## config.mk

```make
export PLATFORM = sky130hd
export DESIGN_NAME = dram_cas_control
export DESIGN_NICKNAME = d
export VERILOG_FILES = /design/src/rtl/dram_cas_control.sv
export SDC_FILE = /design/constraint.sdc
export NUM_CORES = 1
export LEC_CHECK = 0
export ABC_AREA = 1
export CAP_MARGIN = 20
export CORE_MARGIN = 5
export CORE_UTILIZATION = 49
export CTS_CLUSTER_DIAMETER = 30
export DETAILED_ROUTE_END_ITERATION = 8
export MAX_ROUTING_LAYER = met4
export PLACE_DENSITY = 0.79
export SYNTH_ARGS = -nofsm -noshare
export SYNTH_HDL_FRONTEND = slang
export SYNTH_SLANG_ARGS = --single-unit
```

## constraint.sdc

```tcl
create_clock -name clk -period 1.79 [get_ports clk]
set_input_delay 0.358 -clock clk [delete_from_list [all_inputs] [get_ports clk]]
set_output_delay 0.358 -clock clk [all_outputs]
set_load 0.03 [all_outputs]
```

## src/rtl/dram_cas_control.sv

```systemverilog
// Sequences row hold, column switch and CAS for the slot-3 DRAM bank after each RAS fall; RAS-only refresh.
// Latency: ncas falls ROW_HOLD+CAS_DELAY clk after the synchronized RAS fall; inputs cross 2 sync flops plus 1 edge detector flop.
// Backpressure: none; a RAS fall during precharge is held pending and started as soon as precharge ends.
module dram_cas_control #(
    parameter int ROW_HOLD  = 1,
    parameter int CAS_DELAY = 1,
    parameter int PRECHARGE = 2
) (
    input  logic        clk,
    input  logic        nreset,
    input  logic        nras,
    input  logic        nrfshd,
    input  logic        nwr,
    input  logic [15:0] a,
    output logic [7:0]  ma,
    output logic        col_sel,
    output logic        ncas,
    output logic        nwe,
    output logic        busy
);

    typedef enum logic [2:0] {
        IDLE, ROW, COL, CAS, REFRESH, PRE
    } state_t;

    localparam logic [2:0] ROW_LOAD = 3'(ROW_HOLD - 1);
    localparam logic [2:0] CAS_LOAD = 3'(CAS_DELAY - 1);
    localparam logic [2:0] PRE_LOAD = 3'(PRECHARGE - 1);

    state_t     state;
    logic [2:0] cnt;
    logic       pending;
    logic       pend_rf;

    logic ras_s1, ras_s2, ras_d;
    logic rf_s1, rf_s2;
    logic wr_s1, wr_s2;

    logic ras_fall;
    logic ras_rise;

    assign ras_fall = !ras_s2 && ras_d;
    assign ras_rise = ras_s2 && !ras_d;
    assign ma       = col_sel ? a[15:8] : a[7:0];

    always_ff @(posedge clk or negedge nreset) begin
        if (!nreset) begin
            ras_s1 <= 1'b1;
            ras_s2 <= 1'b1;
            ras_d  <= 1'b1;
            rf_s1  <= 1'b1;
            rf_s2  <= 1'b1;
            wr_s1  <= 1'b1;
            wr_s2  <= 1'b1;
        end else begin
            ras_s1 <= nras;
            ras_s2 <= ras_s1;
            ras_d  <= ras_s2;
            rf_s1  <= nrfshd;
            rf_s2  <= rf_s1;
            wr_s1  <= nwr;
            wr_s2  <= wr_s1;
        end
    end

    always_ff @(posedge clk or negedge nreset) begin
        if (!nreset) begin
            state   <= IDLE;
            cnt     <= 3'd0;
            pending <= 1'b0;
            pend_rf <= 1'b1;
            col_sel <= 1'b0;
            ncas    <= 1'b1;
            nwe     <= 1'b1;
            busy    <= 1'b0;
        end else begin
            case (state)
                IDLE: begin
                    if (ras_fall) begin
                        state <= rf_s2 ? ROW : REFRESH;
                        cnt   <= ROW_LOAD;
                        busy  <= 1'b1;
                    end
                end
                ROW: begin
                    if (ras_rise) begin
                        state   <= PRE;
                        cnt     <= PRE_LOAD;
                        col_sel <= 1'b0;
                        ncas    <= 1'b1;
                        nwe     <= 1'b1;
                    end else if (cnt == 3'd0) begin
                        state   <= COL;
                        cnt     <= CAS_LOAD;
                        col_sel <= 1'b1;
                        nwe     <= wr_s2;
                    end else begin
                        cnt <= cnt - 3'd1;
                    end
                end
                COL: begin
                    if (ras_rise) begin
                        state   <= PRE;
                        cnt     <= PRE_LOAD;
                        col_sel <= 1'b0;
                        ncas    <= 1'b1;
                        nwe     <= 1'b1;
                    end else begin
                        nwe <= wr_s2;
                        if (cnt == 3'd0) begin
                            state <= CAS;
                            ncas  <= 1'b0;
                        end else begin
                            cnt <= cnt - 3'd1;
                        end
                    end
                end
                CAS: begin
                    if (ras_rise) begin
                        state   <= PRE;
                        cnt     <= PRE_LOAD;
                        col_sel <= 1'b0;
                        ncas    <= 1'b1;
                        nwe     <= 1'b1;
                    end else begin
                        nwe <= wr_s2;
                    end
                end
                REFRESH: begin
                    if (ras_rise) begin
                        state <= PRE;
                        cnt   <= PRE_LOAD;
                    end
                end
                PRE: begin
                    if (cnt == 3'd0) begin
                        // A fall seen while precharging (or on this very edge) starts straight away
                        if (pending || ras_fall) begin
                            state   <= (pending ? pend_rf : rf_s2) ? ROW : REFRESH;
                            cnt     <= ROW_LOAD;
                            pending <= 1'b0;
                        end else begin
                            state <= IDLE;
                            busy  <= 1'b0;
                        end
                    end else begin
                        cnt <= cnt - 3'd1;
                        if (ras_fall) begin
                            pending <= 1'b1;
                            pend_rf <= rf_s2;
                        end
                    end
                end
                default: begin
                    state   <= IDLE;
                    col_sel <= 1'b0;
                    ncas    <= 1'b1;
                    nwe     <= 1'b1;
                    busy    <= 1'b0;
                end
            endcase
        end
    end

endmodule

```

# Word-level counts from Yosys, hierarchy flattened
# Cells that the tools add are included.
# Widths: inputs -> output; s select.
# op_classes
n_reduce_logical,22
multipliers,0
shift,0
muxes,40
n_eq_ne,16
bitwise,3
order_cmp,0
add_sub_neg,1
n_div,0
# op_table
cell,count
$mux 3,18
$pmux 3 s5,2
$mux 1,15
$ne 3x3->1 const B,4
$pmux 1 s3,4
$reduce_and 3->1,4
$reduce_and 5->1,2
$mux 8,1
$ne 2x1->1 const B,4
$eq 3x2->1 const B,2
$eq 3x3->1 const B,2
$logic_not 3->1,2
$ne 2x2->1 const B,3
$reduce_or 2->1,3
$reduce_bool 5->1,1
$reduce_and 4->1,1
$reduce_or 4->1,1
$eq 3x1->1 const B,1
$not 1->1,3
$reduce_or 3->1,1
$sub 3x1->3 const B,1
$logic_and 1x1->1,2
$logic_not 1->1,2
$reduce_and 2->1,1
2 further kinds,2
# totals
ramBits,0
regBits,19
latch_bits,0
memories,0
romBits,0

# Longest topological paths before layout
# depth
ltp_word,6
mapped_depth,11
depth_no_buf,11

# Worst setup path before layout
# OpenSTA, ideal clock, no wires.
# synth_timing
path_type,reg-to-output
start,register col_sel
end,output port ma[0]
setup_slack_ps,263
path_stages_with_launch,5
arrival_time_ps,1169
path_cell_list,dfrtp_1 > buf_2 > clkinv_1 > nand2_1 > nand2_1
# synth_via
elab_chain_len,1
# synth_lines
item,line_no,rtl
from (decl),16,"output logic col_sel,"
from (signal assigned),72,col_sel <= 1'b0;
from (signal assigned),89,col_sel <= 1'b0;
from (signal assigned),95,col_sel <= 1'b1;
$mux 8,44,assign ma = col_sel ? a[15:8] : a[7:0];
to (decl),15,"output logic [7:0] ma,"
# No other way between the ends.

# Worst setup path after layout
# layout_timing
start,register busy
end,output port busy
# layout_rtl
item,line_no,rtl
from (decl),19,output logic busy
from (signal assigned),75,busy <= 1'b0;
from (signal assigned),82,busy <= 1'b1;
from (signal assigned),144,busy <= 1'b0;
# No word-level cell between the ends.

==> results.yml <==
outcome:
  status: "completed"
floorplanning:
  row_count: 19
  core-area_um2: 2730
  initial_core_util_pct: 50.6
  die_y_um: 63.1
  die_area_um2: 3980
  ios: 33
  die_x_um: 63.1
power:
  finalPower_mw: 2.93
  peakVddDrop_mv: 1.53
  clkPwrFrac_pct: 7.6
  sw_frac_of_total_pct: 52.6
  power_frac_seq_pct: 23.6
  p_sw_mw: 1.54
  leakagePower_nw: 0.868
  p_int_mw: 1.39
  combPwrFrac_pct: 68.8
  power_density_nw_per_um2: 1670
hold_path:
  hold_class: "input port to async pin"
setup_path:
  worstPathMaxFanout: 2
  ff2ff_path_depth: 7
  worst_r2r_endpoint: "cnt[2]"
  path_delay_family: "buffers and inverters"
  cp.required_ps: 1430
  path_class: "flip-flop to output pin"
  regToRegSetupSlack_ps: 270
  worst_path_largest_cell_delay_ps: 670
  crit_path_top_delay_cell: "clkdlybuf4s50_1"
  crit_arrival_ps: 1340
  reg2reg_from: "state[2]"
  critPathLaunchType: "flip-flop"
  worstPathCellList: "clkdlybuf4s50_1"
  end_kind: "output pin"
  critPathBufInv: 1
yosys:
  yosysSeqAreaShare_pct: 35.3
  synth_top_family_by_area: "simple AND/OR/NAND/NOR gates"
  post-synth-top-area-fraction_pct: 19.0
  ys.flop_type: "dfstp_2"
  ys_async_sr_fraction_pct: 100
  syn-instance-count: 177
  synth.distinct_cells: 29
  synth_xor_area_share_pct: 0
  synth_top_area_cell: "dfstp_2"
  synth.most_common_cell: "nand2_1"
  synth_compound_area_share_pct: 6.52
  synth_adder_area_share_pct: 1.81
  synth_edf_count: 0
  syn_area_per_cell_um2: 7.81
  synth_seq_cells: 19
  ys_warn_count: 0
  synthTopCellsByCount: "64 x nand2_1, 17 x nand3_1, 11 x inv_1"
  synth.area.mux_share_pct: 0
  netlist_area_um2: 1380
  syn_nets: 200
  ys_top_cells_by_area: "dfstp_2 19%, nand2_1 17%, dfrtp_1 16%"
  synth-simple-area-share_pct: 47.3
timing:
  finalCriticalPeriod_ps: 1700
  finalCritPeriodShare_pct: 94.9
  clock_skew_ps: 3.56
  timing_worst_slew_pin_value_ps: 480
  worst_slack_ps: 91.1
  setup_tns_ps: 0
  setup-violations-final: 0
  slew_headroom_pct: 68.0
  rsz0062_at_grt: "false"
  hold_violations: 0
  slew_viol_final: 0
  max_freq_ghz: 0.589
routing:
  routedWlPerCell_um: 12.5
  drc: 0
  vias: 1284
  dr.pass1.iters: 4
  dr.first_iter.drc_count: 28
  ant_nets: 0
  via_per_inst: 5.22
  routed_wl_mm: 3.07
finish:
  post-route-util_pct: 64.3
  drive_gt1_share_pct: 30.2
  finish.instance_area_um2: 1760
  antennaDiodeCount: 0
  areaGrowthSynthToFinish_pct: 27.1
  nFillCells: 225
  multi_input_area_um2: 769
  nets: 239
  register_area_um2: 488
placement:
  dp_worst_setup_slack_ps: 254
  port_buffers: 32
  gp_congestion: 0.897
  hpwl_mm: 2.58
  placed_area_um2: 1710
global_routing:
  grt_pass1_vias: 1309
  antenna_found_initial: 0
  grt_max_degree: 20
  track_usage_pct: 17.6
  overflow: 0
  grt_first_pass_wirelength_mm: 5.58
cts:
  cts-root-buf: "clkbuf_4"
  clk_pin_slew_ps: 110
  cts_tree: "built"
  cts_hold_buffers: 0
  cts.sinks: 19
  clk_path_buf_depth: 2
  cts-buffers-inserted: 3
  cts_max_level: 1
  clk_latency_ps: 310
run:
  maxCapViolations: 0
## sequential cells by signal, indices dropped and copies added, names as in the netlist
register	flops
busy	1
cnt	3
col_sel	1
ncas	1
nwe	1
pend_rf	1
pending	1
ras_d	1
ras_s1	1
ras_s2	1
rf_s1	1
rf_s2	1
state	3
wr_s1	1
wr_s2	1
## cells in the final DEF (no fill, tap or decap)
| master | count |
|---|---|
| nand2_1 | 64 |
| clkdlybuf4s50_1 | 22 |
| nand3_1 | 17 |
| buf_4 | 13 |
| inv_1 | 11 |
| dfstp_2 | 10 |
| dfrtp_1 | 9 |
| nand2_2 | 8 |
| a21oi_1 | 7 |
| nand2_4 | 5 |
| o21ai_1 | 5 |
| inv_2 | 4 |
| nand4_1 | 4 |
| inv_6 | 3 |
| nand3_4 | 3 |
| nor2_4 | 3 |
| nand3_2 | 3 |
| nor2_2 | 3 |
| nor2_1 | 3 |
| clkbuf_4 | 3 |
| clkinvlp_4 | 2 |
| ha_1 | 2 |
| dlygate4sd2_1 | 2 |
| nand2_8 | 1 |
| nor2_8 | 1 |
| nor3_1 | 1 |
| o21ai_0 | 1 |
| o21ai_2 | 1 |
| o211ai_1 | 1 |
| nor4_1 | 1 |
| a21oi_2 | 1 |
| clkinvlp_2 | 1 |
## worst max path at each step
stage | from | end | slack, ps | cells past startpoint
2_1_floorplan | col_sel | ma[0] | 260 | 4
3_3_place_gp | ncas | ncas | 260 | 1
3_5_place_dp | nwe | nwe | 250 | 1
4_1_cts | col_sel | ma[2] | 30 | 5
5_1_grt | busy | busy | 4 | 1
6_report | busy | busy | 90 | 1
## cell families after synthesis
kind of cell               count (synthesis)
AOI/OAI and AO/OA                         16
DFF                                       19
buffers and inverters                     23
adders and majority gates                  2
and+or+nand+nor                          117
## layer usage
layer | up-vias | share of wire [%] | global-route usage (%)
li1 | 644 | - | -
met1 | 588 | 41 | 19.8
met2 | 46 | 50 | 30.1
met3 | 6 | 7.4 | 4.26
met4 | 0 | 2.0 | 6.37
met5 | - | 0 | -
## layout make-up
class                           count  share of cell area (%)
Timing Repair Buffer               37                    19.1
Multi-Input combinational cell    135                    43.8
Tap cell                           31                    2.21
Clock inverter                      1                   0.427
Sequential cell                    19                    27.8
Inverter                           19                    5.13
Clock buffer                        3                    1.28
Timing Repair inverter              1                   0.285
## per-stage QoR
stage	cells	hold WS, ps
after CTS	244	362
final	246	362
after floorplan	177	62.4
after detailed placement	240	349
after global routing	246	360
after global placement	240	346
## power by group through the flow
stage               Combinational [mW]  Clock [mW]  Sequential [mW]
floorplan                         1.52           0            0.727
global placement                  1.96           0            0.695
detailed placement                2.01           0            0.703
CTS                               2.00       0.231            0.694
global route                      2.24       0.269            0.716
finish                            2.02       0.223            0.692
## what timing repair did
item	4_1_cts	5_1_grt
cloned	0	1
gates resized for setup	2	1
setup buffers	0	1
setup endpoints to repair	2	8
(Power assumes the default switching activity.)
